**config.mk**
```make
export PLATFORM = sky130hd
export DESIGN_NAME = nibble_serial_sub16
export DESIGN_NICKNAME = d
export VERILOG_FILES = /design/src/rtl/nibble_serial_sub16_pkg.sv /design/src/rtl/nibble_serial_sub16_fs4.sv /design/src/rtl/nibble_serial_sub16.sv
export SDC_FILE = /design/constraint.sdc
export NUM_CORES = 1
export LEC_CHECK = 0
export ABC_AREA = 1
export CORE_MARGIN = 8
export CORE_UTILIZATION = 38
export CTS_BUF_LIST = sky130_fd_sc_hd__clkbuf_8
export DETAILED_ROUTE_END_ITERATION = 16
export PLACE_DENSITY = 0.59
export REMOVE_ABC_BUFFERS = 1
export SLEW_MARGIN = 20
export SYNTH_ARGS = -nofsm -noshare
export SYNTH_HDL_FRONTEND = slang
export SYNTH_SLANG_ARGS = --single-unit
```
**constraint.sdc**
```tcl
create_clock -name clk -period 5 [get_ports clk]
set_input_delay 1.5 -clock clk [delete_from_list [all_inputs] [get_ports clk]]
set_output_delay 1.5 -clock clk [all_outputs]
set_load 0.02 [all_outputs]
```
**src/rtl/nibble_serial_sub16_pkg.sv**
```systemverilog
// Shared definitions for the nibble-serial subtractor: state encodings,
// default geometry and the signed-overflow helper.
package nibble_serial_sub16_pkg;

   localparam logic [1:0] ST_IDLE = 2'd0;
   localparam logic [1:0] ST_RUN  = 2'd1;
   localparam logic [1:0] ST_DONE = 2'd2;

   localparam int WIDTH_DEF = 16;
   localparam int SLICE_DEF = 4;

   // Two's-complement overflow of a - b: operand signs differ and the result sign left a's.
   function automatic logic sub_ovf(input logic a_msb, input logic b_msb, input logic d_msb);
      return (a_msb ^ b_msb) & (d_msb ^ a_msb);
   endfunction

endpackage

```
**src/rtl/nibble_serial_sub16_fs4.sv**
```systemverilog
// Combinational SLICE-bit full subtractor: {Bo, D} = A - B - Bi.
module fs4 #(
   parameter int SLICE = 4
) (
   input  logic [SLICE-1:0] A,
   input  logic [SLICE-1:0] B,
   input  logic             Bi,
   output logic [SLICE-1:0] D,
   output logic             Bo
);

   logic [SLICE:0] w_diff;

   // One extra bit catches the borrow as the sign of the widened difference.
   assign w_diff = {1'b0, A} - {1'b0, B} - {{SLICE{1'b0}}, Bi};
   assign D      = w_diff[SLICE-1:0];
   assign Bo     = w_diff[SLICE];

endmodule

```
**src/rtl/nibble_serial_sub16.sv**
```systemverilog
// Multi-cycle WIDTH-bit subtractor reusing one SLICE-bit full subtractor,
// LSB slice first, with start/done handshake and registered result flags.
module nibble_serial_sub16
   import nibble_serial_sub16_pkg::*;
#(
   parameter int WIDTH = WIDTH_DEF,
   parameter int SLICE = SLICE_DEF
) (
   input  logic             clk,
   input  logic             reset,
   input  logic             start,
   input  logic [WIDTH-1:0] A,
   input  logic [WIDTH-1:0] B,
   input  logic             Bi,
   output logic [WIDTH-1:0] D,
   output logic             Bo,
   output logic             V,
   output logic             Z,
   output logic             busy,
   output logic             done
);

   localparam int NSLICE = WIDTH / SLICE;
   localparam int CNT_W  = (NSLICE > 1) ? $clog2(NSLICE) : 1;

   logic [1:0]       r_state;
   logic [CNT_W-1:0] r_cnt;
   logic [WIDTH-1:0] r_a;
   logic [WIDTH-1:0] r_b;
   logic             r_brw;
   logic [WIDTH-1:0] r_acc;
   logic [WIDTH-1:0] r_d;
   logic             r_bo;
   logic             r_v;
   logic             r_z;

   logic             w_accept;
   logic             w_last;
   logic [SLICE-1:0] w_a_sl;
   logic [SLICE-1:0] w_b_sl;
   logic [SLICE-1:0] w_fs_d;
   logic             w_fs_bo;
   logic [WIDTH-1:0] w_acc_nxt;

   assign w_accept = start && ((r_state == ST_IDLE) || (r_state == ST_DONE));
   assign w_last   = (r_cnt == CNT_W'(NSLICE - 1));
   assign w_a_sl   = r_a[r_cnt*SLICE +: SLICE];
   assign w_b_sl   = r_b[r_cnt*SLICE +: SLICE];

   fs4 #(
      .SLICE (SLICE)
   ) u_fs4 (
      .A  (w_a_sl),
      .B  (w_b_sl),
      .Bi (r_brw),
      .D  (w_fs_d),
      .Bo (w_fs_bo)
   );

   // Accumulator with the current slice merged in; on the last slice this is the full result.
   always_comb begin
      w_acc_nxt                        = r_acc;
      w_acc_nxt[r_cnt*SLICE +: SLICE]  = w_fs_d;
   end

   always_ff @(posedge clk) begin
      if (reset) begin
         r_state <= ST_IDLE;
         r_cnt   <= '0;
         r_d     <= '0;
         r_bo    <= 1'b0;
         r_v     <= 1'b0;
         r_z     <= 1'b0;
      end else begin
         case (r_state)
            ST_IDLE: begin
               if (start) begin
                  r_state <= ST_RUN;
                  r_cnt   <= '0;
               end
            end
            ST_RUN: begin
               r_cnt <= r_cnt + CNT_W'(1);
               if (w_last) begin
                  r_state <= ST_DONE;
                  r_d     <= w_acc_nxt;
                  r_bo    <= w_fs_bo;
                  r_v     <= sub_ovf(r_a[WIDTH-1], r_b[WIDTH-1], w_acc_nxt[WIDTH-1]);
                  r_z     <= (w_acc_nxt == '0);
               end
            end
            ST_DONE: begin
               r_cnt   <= '0;
               r_state <= start ? ST_RUN : ST_IDLE;
            end
            default: begin
               r_state <= ST_IDLE;
               r_cnt   <= '0;
            end
         endcase
      end
   end

   // Datapath registers carry no reset; an accepted start always reloads them.
   always_ff @(posedge clk) begin
      if (w_accept) begin
         r_a   <= A;
         r_b   <= B;
         r_brw <= Bi;
         r_acc <= '0;
      end else if (r_state == ST_RUN) begin
         r_acc <= w_acc_nxt;
         r_brw <= w_fs_bo;
      end
   end

   assign D    = r_d;
   assign Bo   = r_bo;
   assign V    = r_v;
   assign Z    = r_z;
   assign busy = (r_state == ST_RUN);
   assign done = (r_state == ST_DONE);

endmodule

```
Word level (Yosys, flattened, before mapping)

Index checks and enable logic that the tools add are counted.

Register bits: 72
Latch bits: 0
Bits in writable memories: 0
Bits in read-only memories: 0
Input port bits: 36
Output and inout port bits: 21
Word-level logic and storage cells: 42
Memories kept: 0

Add/subtract/negate cells: 4
$mul: 0
Div/mod/pow operators: 0
Magnitude comparators: 0
Equality and inequality tests: 5
Shift-type cells: 4
Multiplexer cells: 9
Bitwise logic cells: 3
Reduce and logical (&&, ||, !) cells: 7

Operator list:

| kind                                                  | number |
|---|---|
| negator 4 -> 34 bit                                   | 1 |
| variable shift 4 x 34 -> 16 bit, first input constant | 1 |
| indexed part select 4 x 34 -> 16 bit                  | 1 |
| indexed part select 16 x 5 -> 4 bit                   | 2 |
| bitwise mux 16 bit                                    | 1 |
| zero test 16 bit                                      | 1 |
| two-way mux 2 bit                                     | 3 |
| one-hot mux 2 bit (3 select lines)                    | 1 |
| subtractor 4 x 4 -> 5 bit                             | 1 |
| subtractor 5 x 1 -> 5 bit                             | 1 |
| == test 2 bit, second input constant                  | 2 |
| one-hot mux 2 bit (2 select lines)                    | 1 |
| AND reduction 2 bit                                   | 2 |
| two-way mux 1 bit                                     | 3 |
| adder 2 x 1 -> 2 bit, second input constant           | 1 |
| == test 2 x 1 -> 1 bit, second input constant         | 1 |
| zero test 2 bit                                       | 1 |
| != test 2 x 1 -> 1 bit, second input constant         | 1 |
| != test 2 bit, second input constant                  | 1 |
| nonzero test 2 bit                                    | 1 |
| XOR 1 bit                                             | 2 |
| bitwise AND 1 bit                                     | 1 |
| logical AND 1 bit                                     | 1 |
| logical OR 1 bit                                      | 1 |

Longest topological paths before layout

Gate-level depths: netlist of run 1.

Depth in word-level cells: 7
Gate-level depth with buffers: 19
Mapped depth without buffers: 17

Modules after synthesis

From an unflattened synthesis of run 1, not the netlist that was laid out.

Cell total of the unflattened synthesis: 375
Area, all modules: 3269.4 um2

By module, submodules not included:

| module              | instances | cells each | area each (um2) | seq. area each (um2) |
|---|---|---|---|---|
| nibble_serial_sub16 | 1         | 340        | 3039.2          | 1771.7 |
| fs4                 | 1         | 35         | 230.2           | 0.0 |

Worst setup path after synthesis of run 1

OpenSTA, ideal clock, no wires.

Kind: input to register
From: input port start
To: register r_brw (enable)
Setup time: 332 ps
Arrival time: 4012 ps
Required time: 4668 ps
Setup slack: 657 ps
Stages: 4
Path buffers: 0
Path through: inv_1 nor2_1 clkinv_1 nand2_1

Longest elaborated chain between the ends: 2

Ends and longest elaborated chain:

| element                             | RTL line                   | text |
|---|---|---|
| start: declaration                  | nibble_serial_sub16.sv:11  | `input logic start,` |
| logical AND 1 bit                   | nibble_serial_sub16.sv:45  | `assign w_accept = start && ((r_state == ST_IDLE) \|\| (r_state == ST_DONE));` |
| via w_accept                        | nibble_serial_sub16.sv:37  | `logic w_accept;` |
| nonzero test 2 bit (no source line) | n/a                        |  |
| end signal: assignment              | nibble_serial_sub16.sv:109 | `r_brw <= Bi;` |
| end signal: assignment              | nibble_serial_sub16.sv:113 | `r_brw <= w_fs_bo;` |
| end: declaration                    | nibble_serial_sub16.sv:30  | `logic r_brw;` |

The timed path passes the listed nets, and every way through them passes these cells.
A chain may end at the register's enable or synchronous reset.

Worst setup path after layout of run 1

From: register r_state[0]
To: output port busy

Longest elaborated chain between the ends: 1

Ends and longest elaborated chain:

| element                  | RTL line                   | text |
|---|---|---|
| start: declaration       | nibble_serial_sub16.sv:26  | `logic [1:0] r_state;` |
| start signal: assignment | nibble_serial_sub16.sv:94  | `r_state <= start ? ST_RUN : ST_IDLE;` |
| == test 2 x 1 -> 1 bit   | nibble_serial_sub16.sv:121 | `assign busy = (r_state == ST_RUN);` |
| end: declaration         | nibble_serial_sub16.sv:19  | `output logic busy,` |

No other way between the ends.

==> flow_metrics.tcl, run 1 <==
set metrics [dict create \
    pwr-share-comb_pct 18.5 \
    cpPeakStageDelay_ps 640 \
    num-nets-final 449 \
    num_antenna_cells 0 \
    wirelength_um 7010 \
    clk_pin_slew_ps 70 \
    crit_arrival_ps 1830 \
    grt-ovfl-total 0 \
    port_buffers 56 \
    finalHoldViolCount 0 \
    async_reset_ff_share_pct 0 \
    ys.flop_type "dfxtp_1" \
    vias_per_cell 4.89 \
    layout-drive-gt1-share_pct 5.91 \
    crit_path_max_fanout 26 \
    dpl.hpwl_um 5120 \
    syn_area_um2 3130 \
    cts_root_buffer "clkbuf_8" \
    peakVddDrop_v 0.000199 \
    worstSetupPathType "register to output pin" \
    clock_path_buffers 2 \
    setup_viol 0 \
    fp.dieH_um 107 \
    yosysMostFrequentCell "nand2_1" \
    relSlewSlack_pct 63.8 \
    antenna_found_initial 0 \
    core_um2 8090 \
    cts_buffers 9 \
    synth_top_cell_area_share_pct 31.6 \
    end_kind "output pin" \
    min_path_type "register to register" \
    worstPathCellList "nand2_1, buf_4, inv_1, clkdlybuf4s50_1" \
    powerDensity_nw_per_um2 331 \
    worst_pin_slew_ps 542 \
    grt_util_all_layers_pct 13.3 \
    areaGrowthSynthToFinish_pct 27.0 \
    power.switching_uw 372 \
    postSynthCellCount 341 \
    p_leak_uw 0.00154 \
    die_w_um 107 \
    maxCapViolations 0 \
    drt_iter0_drc 121 \
    cts_setup_buffers 0 \
    clock.fmax_ghz 0.301 \
    ys_types 30 \
    hold_buffers 0 \
    post_cts_resized 0 \
    fin_skew_ps 10.1 \
    clk_latency_ps 340 \
    grt_max_degree 36 \
    grt_pass1_vias 2539 \
    antenna_left 0 \
    ctsHtreeMaxLevel 3 \
    grt_pass1_wl_um 12200 \
    drc_errors 0 \
    cp.required_ps 3500 \
    maxSlewViolCount 0 \
    cts_tree "done" \
    synthTopCellsByArea "edfxtp_1, dfxtp_1, nand2_1, inv_1, o21ai_0" \
    p_seq_share_pct 50.2 \
    yosys_warnings 0 \
    p_int_uw 946 \
    synth.largest_area_cell "edfxtp_1" \
    yosys-top-cells-count "nand2_1, inv_1, dfxtp_1" \
    clock_sinks 72 \
    ys_ff_latch 72 \
    start_util_pct 38.7 \
    period_share_pct 66.5 \
    gp_congestion 0.826 \
    synth_seq_area_share_pct 56.6 \
    synth_edf_count 33 \
    finalPower_uw 1320 \
    num_io_pins 57 \
    std_cell_rows 33 \
    tns_ps 0 \
    min_period_ps 3330 \
    p_sw_share_pct 28.2 \
    outcome "completed" \
    p_clk_share_pct 31.3 \
    rsz0062_at_grt "no" \
    wire_per_inst_um 13.7 \
    nFillCells 815 \
    avgSynthCellArea_um2 9.18 \
    crit_slowest_cell "clkdlybuf4s50_1" \
    dr.pass1.iters 5 \
    die-area_um2 11400 \
    crit_path_start_kind "register" \
    vias 2498 \
]
-- area by class of cell --
class / count / area, um^2 / share of cell area (%)
clock buffers: 11 / 151 / 3.81
clock inverters: 5 / 23.8 / 0.598
inverters: 50 / 188 / 4.72
multi-input cells: 209 / 1130 / 28.4
flip-flops and latches: 72 / 1770 / 44.5
well taps: 105 / 131 / 3.30
repair buffers: 59 / 583 / 14.7
-- layout by cell type (no fill, tap or decap), types with 3 or more instances in the layout --
cell	n
nor2_2	3
edfxtp_1	33
nand4_1	4
a21oi_1	12
nand3_1	34
nor2_1	27
inv_1	49
nand2_1	51
ha_1	10
dfxtp_1	39
o22ai_1	15
a32o_1	3
clkdlybuf4s50_1	56
buf_4	3
o21ai_0	35
clkbuf_8	11
-- power groups by stage --
stage	Combinational, uW	Clock [uW]	Sequential [uW]
finish	244	412	661
global route	281	448	664
CTS	246	424	661
detailed placement	245	0	674
global placement	242	0	675
floorplan	155	0	676
-- final timing paths --
check | start | endpoint | slack [ps] | cells after the start
hold / removal | Z | Z | 470 | 2
hold reg to reg | Z | Z | 470 | 2
setup reg to reg | r_cnt[1] | Z | 1700 | 15
setup / recovery | r_state[0] | busy | 1670 | 4
-- cells by family (layout without fill, tap and decap cells) --
group                    after synthesis  count (layout)  share of synthesized area [%]
buffers and inverters                 60             125                           7.47
AO/OA/AOI/OAI                         73              73                           13.5
flip-flops                            72              72                           56.6
XOR/XNOR                               1               1                          0.280
AND/OR/NAND/NOR                      123             123                           16.9
adder cells (fa/ha/maj)               12              12                           5.27
-- metal layers --
metal	wire, um	share of wire [%]	global-route usage, %
met4	171	2.4	6.13
met1	3250	46	16.5
met5	0	0	0
met3	444	6.3	3.72
met2	3140	45	21.0
-- flip-flops by register name, indices dropped and copies added, names as in the netlist --
register	cells
r_brw	1
Z	1
r_cnt	2
Bo	1
D	16
V	1
r_acc	16
r_b	16
r_a	16
r_state	2
-- worst max-delay path: cells and delay by family, from the launching register on --
family,cells,cell delay [ps]
buffers and inverters,3,1030
DFF,1,380
and+or+nand+nor,1,70
-- stage by stage --
| stage | worst slack [ps] | hold WS, ps | instances | util, % | area, um^2 |
|---|---|---|---|---|---|
| 2_1_floorplan | 657 | 440 | 331 | - | 3090 |
| 3_3_place_gp | 1410 | 454 | 495 | 47.0 | 3800 |
| 3_5_place_dp | 1370 | 458 | 495 | 47.0 | 3800 |
| 4_1_cts | 1620 | 469 | 511 | 49.1 | 3980 |
| 5_1_grt | 1290 | 499 | 511 | 49.1 | 3980 |
| 6_report | 1670 | 466 | 511 | 49.1 | 3980 |
Note: power is estimated with default switching activity, not from simulation.
==> inputs of run 2 (changes only) <==
==> constraint.sdc (replaced) <==
create_clock -name clk -period 3.4 [get_ports clk]
set_input_delay 1.02 -clock clk [delete_from_list [all_inputs] [get_ports clk]]
set_output_delay 1.02 -clock clk [all_outputs]
set_load 0.02 [all_outputs]
==> flow_metrics.tcl, run 2 (same netlist as run 1, synthesis figures left out) <==
set metrics [dict create \
    crit_path_max_fanout 13 \
    rrSetupSlack_ps 360 \
    antenna_found_initial 0 \
    post_cts_resized 0 \
    finalHoldViolCount 0 \
    hold_start "r_acc[13]" \
    maxSlewViolCount 0 \
    vias_per_cell 4.88 \
    outcome "completed" \
    p_clk_share_pct 30.9 \
    grt_util_all_layers_pct 14.2 \
    crit_path_start_kind "register" \
    grt-ovfl-total 0 \
    rsz0062_at_grt "no" \
    cpMostUsedCell "nand2_1" \
    grt_pass1_vias 2662 \
    end_kind "register" \
    fp.dieH_um 107 \
    cp.required_ps 3680 \
    gp_congestion 0.827 \
    clock_sinks 72 \
    drc_errors 0 \
    clk_pin_slew_ps 80 \
    areaGrowthSynthToFinish_pct 27.8 \
    maxCapViolations 0 \
    power.switching_uw 574 \
    p_int_uw 1360 \
    num_io_pins 57 \
    layout_commonest_cell "clkdlybuf4s50_1" \
    min_to "r_acc[13]" \
    clock_path_buffers 2 \
    layout-drive-gt1-share_pct 7.07 \
    grt_pass1_wl_um 12900 \
    antenna_left 0 \
    vias 2515 \
    clock.fmax_ghz 0.329 \
    cts_root_buffer "clkbuf_8" \
    num-nets-final 453 \
    drt_iter0_drc 92 \
    worst_pin_slew_ps 561 \
    pre_cts_slack_ps 385 \
    r2r_cells 16 \
    clk_latency_ps 350 \
    peakVddDrop_v 0.000224 \
    crit_arrival_ps 3320 \
    powerDensity_nw_per_um2 482 \
    hold_depth 2 \
    p_seq_share_pct 50.5 \
    port_buffers 56 \
    period_share_pct 89.4 \
    grt_max_degree 35 \
    p_leak_uw 0.00153 \
    min_path_type "register to register" \
    start_util_pct 38.7 \
    dp.cells 499 \
    register_area_um2 1770 \
    whs_ps 473 \
    setup_viol 0 \
    cts_buffers 9 \
    core_um2 8090 \
    multi_input_area_um2 1130 \
    crit_buf_inv 1 \
    p_sw_share_pct 29.7 \
    wire_per_inst_um 14.5 \
    worstPathCellList "inv_2, o21ai_0, o22ai_1, fa_1, fa_1, nand2_1, nand2_1, a21oi_4, nand3_1, nor2_1, nand2_1, nor2_1, nand2_1, nor2_1, nand3_1, a21oi_1" \
    num_antenna_cells 0 \
    timing.rr.end "Z" \
    die_w_um 107 \
    cts_tree "done" \
    wirelength_um 7480 \
    hold_buffers 0 \
    pwr-share-comb_pct 18.6 \
    relSlewSlack_pct 62.6 \
    worst_slack_ps 360 \
    crit_slowest_cell "dfxtp_1" \
    critical_path.top_delay_family "adder cells" \
    std_cell_rows 33 \
    rr_startpoint "r_cnt[0]" \
    die-area_um2 11400 \
    fin_skew_ps 8.17 \
    min_period_ps 3040 \
    fin_cells 515 \
    dr.pass1.iters 4 \
    ctsHtreeMaxLevel 3 \
    layout_common_cells "clkdlybuf4s50_1, nand2_1, inv_1, dfxtp_1, o21ai_0" \
    worstSetupPathType "register to register" \
    cpPeakStageDelay_ps 550 \
    nFillCells 798 \
    tns_ps 0 \
    cts_setup_buffers 0 \
    dpl.hpwl_um 5610 \
]
run 2: cell types whose count changed in the layout (fill, tap and decap cells not counted), sizes merged:
cell,change
clkbuf,-2
inv,-2
buf,+4
clkinvlp,+5
clkinv,-1
run 2: worst max-delay path by stage:
stage / start / endpoint / slack [ps] / depth (start not counted)
global route: r_cnt[0] / Z / 70 / 16
finish: r_cnt[0] / Z / 360 / 16
CTS: r_cnt[0] / Z / 360 / 16
detailed placement: r_cnt[0] / Z / 390 / 16
floorplan: start / r_brw / -460 / 4
global placement: r_cnt[0] / Z / 490 / 16
run 2: cell type report:
cell class              count  share of cell area [%]
well taps                 105                    3.28
inverters                  50                    4.69
flip-flops and latches     72                    44.3
clock inverters             7                    1.19
multi-input cells         209                    28.2
clock buffers               9                    3.09
repair buffers             63                    15.3
run 2: power groups by stage:
stage	Clock, uW	Sequential, uW	Combinational (uW)
final	597	975	359
after global routing	651	979	410
after CTS	614	975	361
after detailed placement	0	995	359
after global placement	0	994	355
after floorplan	0	994	228
run 2: per-layer routing:
| metal | vias to the layer above | part of all wire [%] | global-route usage [%] |
|---|---|---|---|
| li1 | 1281 | - | - |
| met1 | 1168 | 45 | 16.3 |
| met2 | 58 | 48 | 24.2 |
| met3 | 8 | 6.4 | 5.16 |
| met4 | 0 | 1.0 | 4.22 |
| met5 | - | 0 | 0 |
run 2: tightest hold or removal path: stages, from the launching register on:
cell	delay, ps
dfxtp_1	300
inv_1	60
a211oi_1	60
run 2: through the flow:
step | cell area [um^2] | power [uW] | util, %
after global routing | 4000 | 2040 | 49.5
after global placement | 3830 | 1350 | 47.4
after detailed placement | 3830 | 1350 | 47.4
after floorplan | 3090 | 1220 | -
after CTS | 4000 | 1950 | 49.5
final | 4000 | 1930 | 49.5
==> inputs of run 3 (changes only) <==
--- a/config.mk
+++ b/config.mk
@@ -6,11 +6,12 @@
 export NUM_CORES = 1
 export LEC_CHECK = 0
 export ABC_AREA = 1
+export ABC_CLOCK_PERIOD_IN_PS = 3400
 export CORE_MARGIN = 8
-export CORE_UTILIZATION = 38
+export CORE_UTILIZATION = 45
 export CTS_BUF_LIST = sky130_fd_sc_hd__clkbuf_8
 export DETAILED_ROUTE_END_ITERATION = 16
-export PLACE_DENSITY = 0.59
+export PLACE_DENSITY = 0.68
 export REMOVE_ABC_BUFFERS = 1
 export SLEW_MARGIN = 20
 export SYNTH_ARGS = -nofsm -noshare
==> flow_metrics.tcl, run 3 (same netlist as run 1, synthesis figures left out) <==
set metrics [dict create \
    crit_path_start_kind "register" \
    ctsHtreeMaxLevel 3 \
    fp.dieH_um 99.4 \
    grt_pass1_vias 2634 \
    areaGrowthSynthToFinish_pct 28.6 \
    dp.cells 473 \
    layout_commonest_cell "clkdlybuf4s50_1" \
    p_leak_uw 0.00157 \
    maxSlewViolCount 0 \
    dr.pass1.iters 4 \
    min_path_type "register to register" \
    die-area_um2 9890 \
    cts_tree "done" \
    worst_slack_ps 408 \
    maxCapViolations 0 \
    cp.required_ps 3670 \
    cpPeakStageDelay_ps 530 \
    fin_skew_ps 8.30 \
    num_antenna_cells 0 \
    crit_path_max_fanout 10 \
    grt_max_degree 35 \
    period_share_pct 88.0 \
    cts_setup_buffers 0 \
    outcome "completed" \
    rsz0062_at_grt "no" \
    clk_pin_slew_ps 70 \
    finalHoldViolCount 0 \
    powerDensity_nw_per_um2 521 \
    clock_path_buffers 2 \
    min_period_ps 2990 \
    start_util_pct 46.4 \
    cpMostUsedCell "nand2_1" \
    setup_viol 0 \
    clk_latency_ps 340 \
    relSlewSlack_pct 61.9 \
    grt_util_all_layers_pct 15.8 \
    grt_pass1_wl_um 12200 \
    grt-ovfl-total 0 \
    clock_sinks 72 \
    crit_slowest_cell "dfxtp_1" \
    die_w_um 99.4 \
    dpl.hpwl_um 5230 \
    pre_cts_slack_ps 412 \
    port_buffers 56 \
    fin_cells 489 \
    wire_per_inst_um 14.5 \
    num_io_pins 57 \
    layout-drive-gt1-share_pct 6.60 \
    postLayoutCoreUtil_pct 59.6 \
    cts_root_buffer "clkbuf_8" \
    worstPathCellList "inv_1, a32o_1, fa_1, fa_1, nand2_1, nand2_1, a21oi_4, nand3_1, nor2_1, nand2_1, nor2_1, nand2_1, nor2_1, nand3_1, a21oi_1" \
    core_um2 6760 \
    end_kind "register" \
    antenna_left 0 \
    whs_ps 479 \
    vias 2498 \
    hold_buffers 0 \
    tns_ps 0 \
    vias_per_cell 5.11 \
    worstSetupPathType "register to register" \
    gp_congestion 0.852 \
    cts_buffers 9 \
    num-nets-final 452 \
    drc_errors 0 \
    clock.fmax_ghz 0.334 \
    wirelength_um 7080 \
    peakVddDrop_v 0.000285 \
    crit_arrival_ps 3270 \
    post_cts_resized 0 \
    antenna_found_initial 0 \
    drt_iter0_drc 127 \
    std_cell_rows 30 \
    layout_common_cells "clkdlybuf4s50_1, nand2_1, inv_1, dfxtp_1, o21ai_0" \
    worst_pin_slew_ps 571 \
]
==> run 3: cell count changes in the layout (fill, tap and decap cells not counted), sizes merged <==
cell and change:
clkinv -1, buf -1, inv +1, clkbuf +3, bufinv +2, clkinvlp -5
==> run 3: routing by layer <==
layer  part of all wire, %  wire length, um  vias to the layer above  global-route usage (%)
met4                   2.5              180                        0                    8.96
li1                      -                -                     1283                       -
met5                     0                0                        -                       0
met1                    43             3010                     1133                    17.3
met2                    49             3450                       65                    26.7
met3                   6.2              436                       17                    4.68
==> run 3: worst max-delay path, delay by kind of cell, from the launching register on <==
kind,cells,cell delay (ps)
buffers and inverters,1,140
flip-flops,1,530
adder cells (fa/ha/maj),2,870
AO/OA/AOI/OAI,3,630
AND/OR/NAND/NOR,9,740
==> run 3: layout make-up <==
class | instances | area (um^2)
fill | 593 | 2730
tap | 80 | 100
multi-input combinational | 209 | 1130
timing repair buffer | 62 | 606
clock inverter | 4 | 67.6
clock buffer | 12 | 165
inverter | 50 | 188
sequential | 72 | 1770
==> run 3: through the flow <==
| stage | total power, uW | instance area (um^2) |
|---|---|---|
| 2_1_floorplan | 1220 | 3090 |
| 3_3_place_gp | 1340 | 3790 |
| 3_5_place_dp | 1350 | 3790 |
| 4_1_cts | 2110 | 4030 |
| 5_1_grt | 2210 | 4030 |
| 6_report | 2100 | 4030 |
==> run 3: path summary, 6_finish.rpt <==
check	from	end	slack [ps]	depth (start not counted)
worst max register to register	r_cnt[1]	Z	410	15
worst min register to register	r_acc[13]	r_acc[13]	480	2
worst min-delay path	r_acc[13]	r_acc[13]	480	2
worst max-delay path	r_cnt[1]	Z	410	15
==> run 3: power by group <==
group / leakage [uW] / internal (uW) / total [uW] / switching, uW
logic: 0.000817 / 139 / 355 / 216
clock network: 0.000125 / 468 / 768 / 300
registers: 0.000632 / 956 / 975 / 19.0
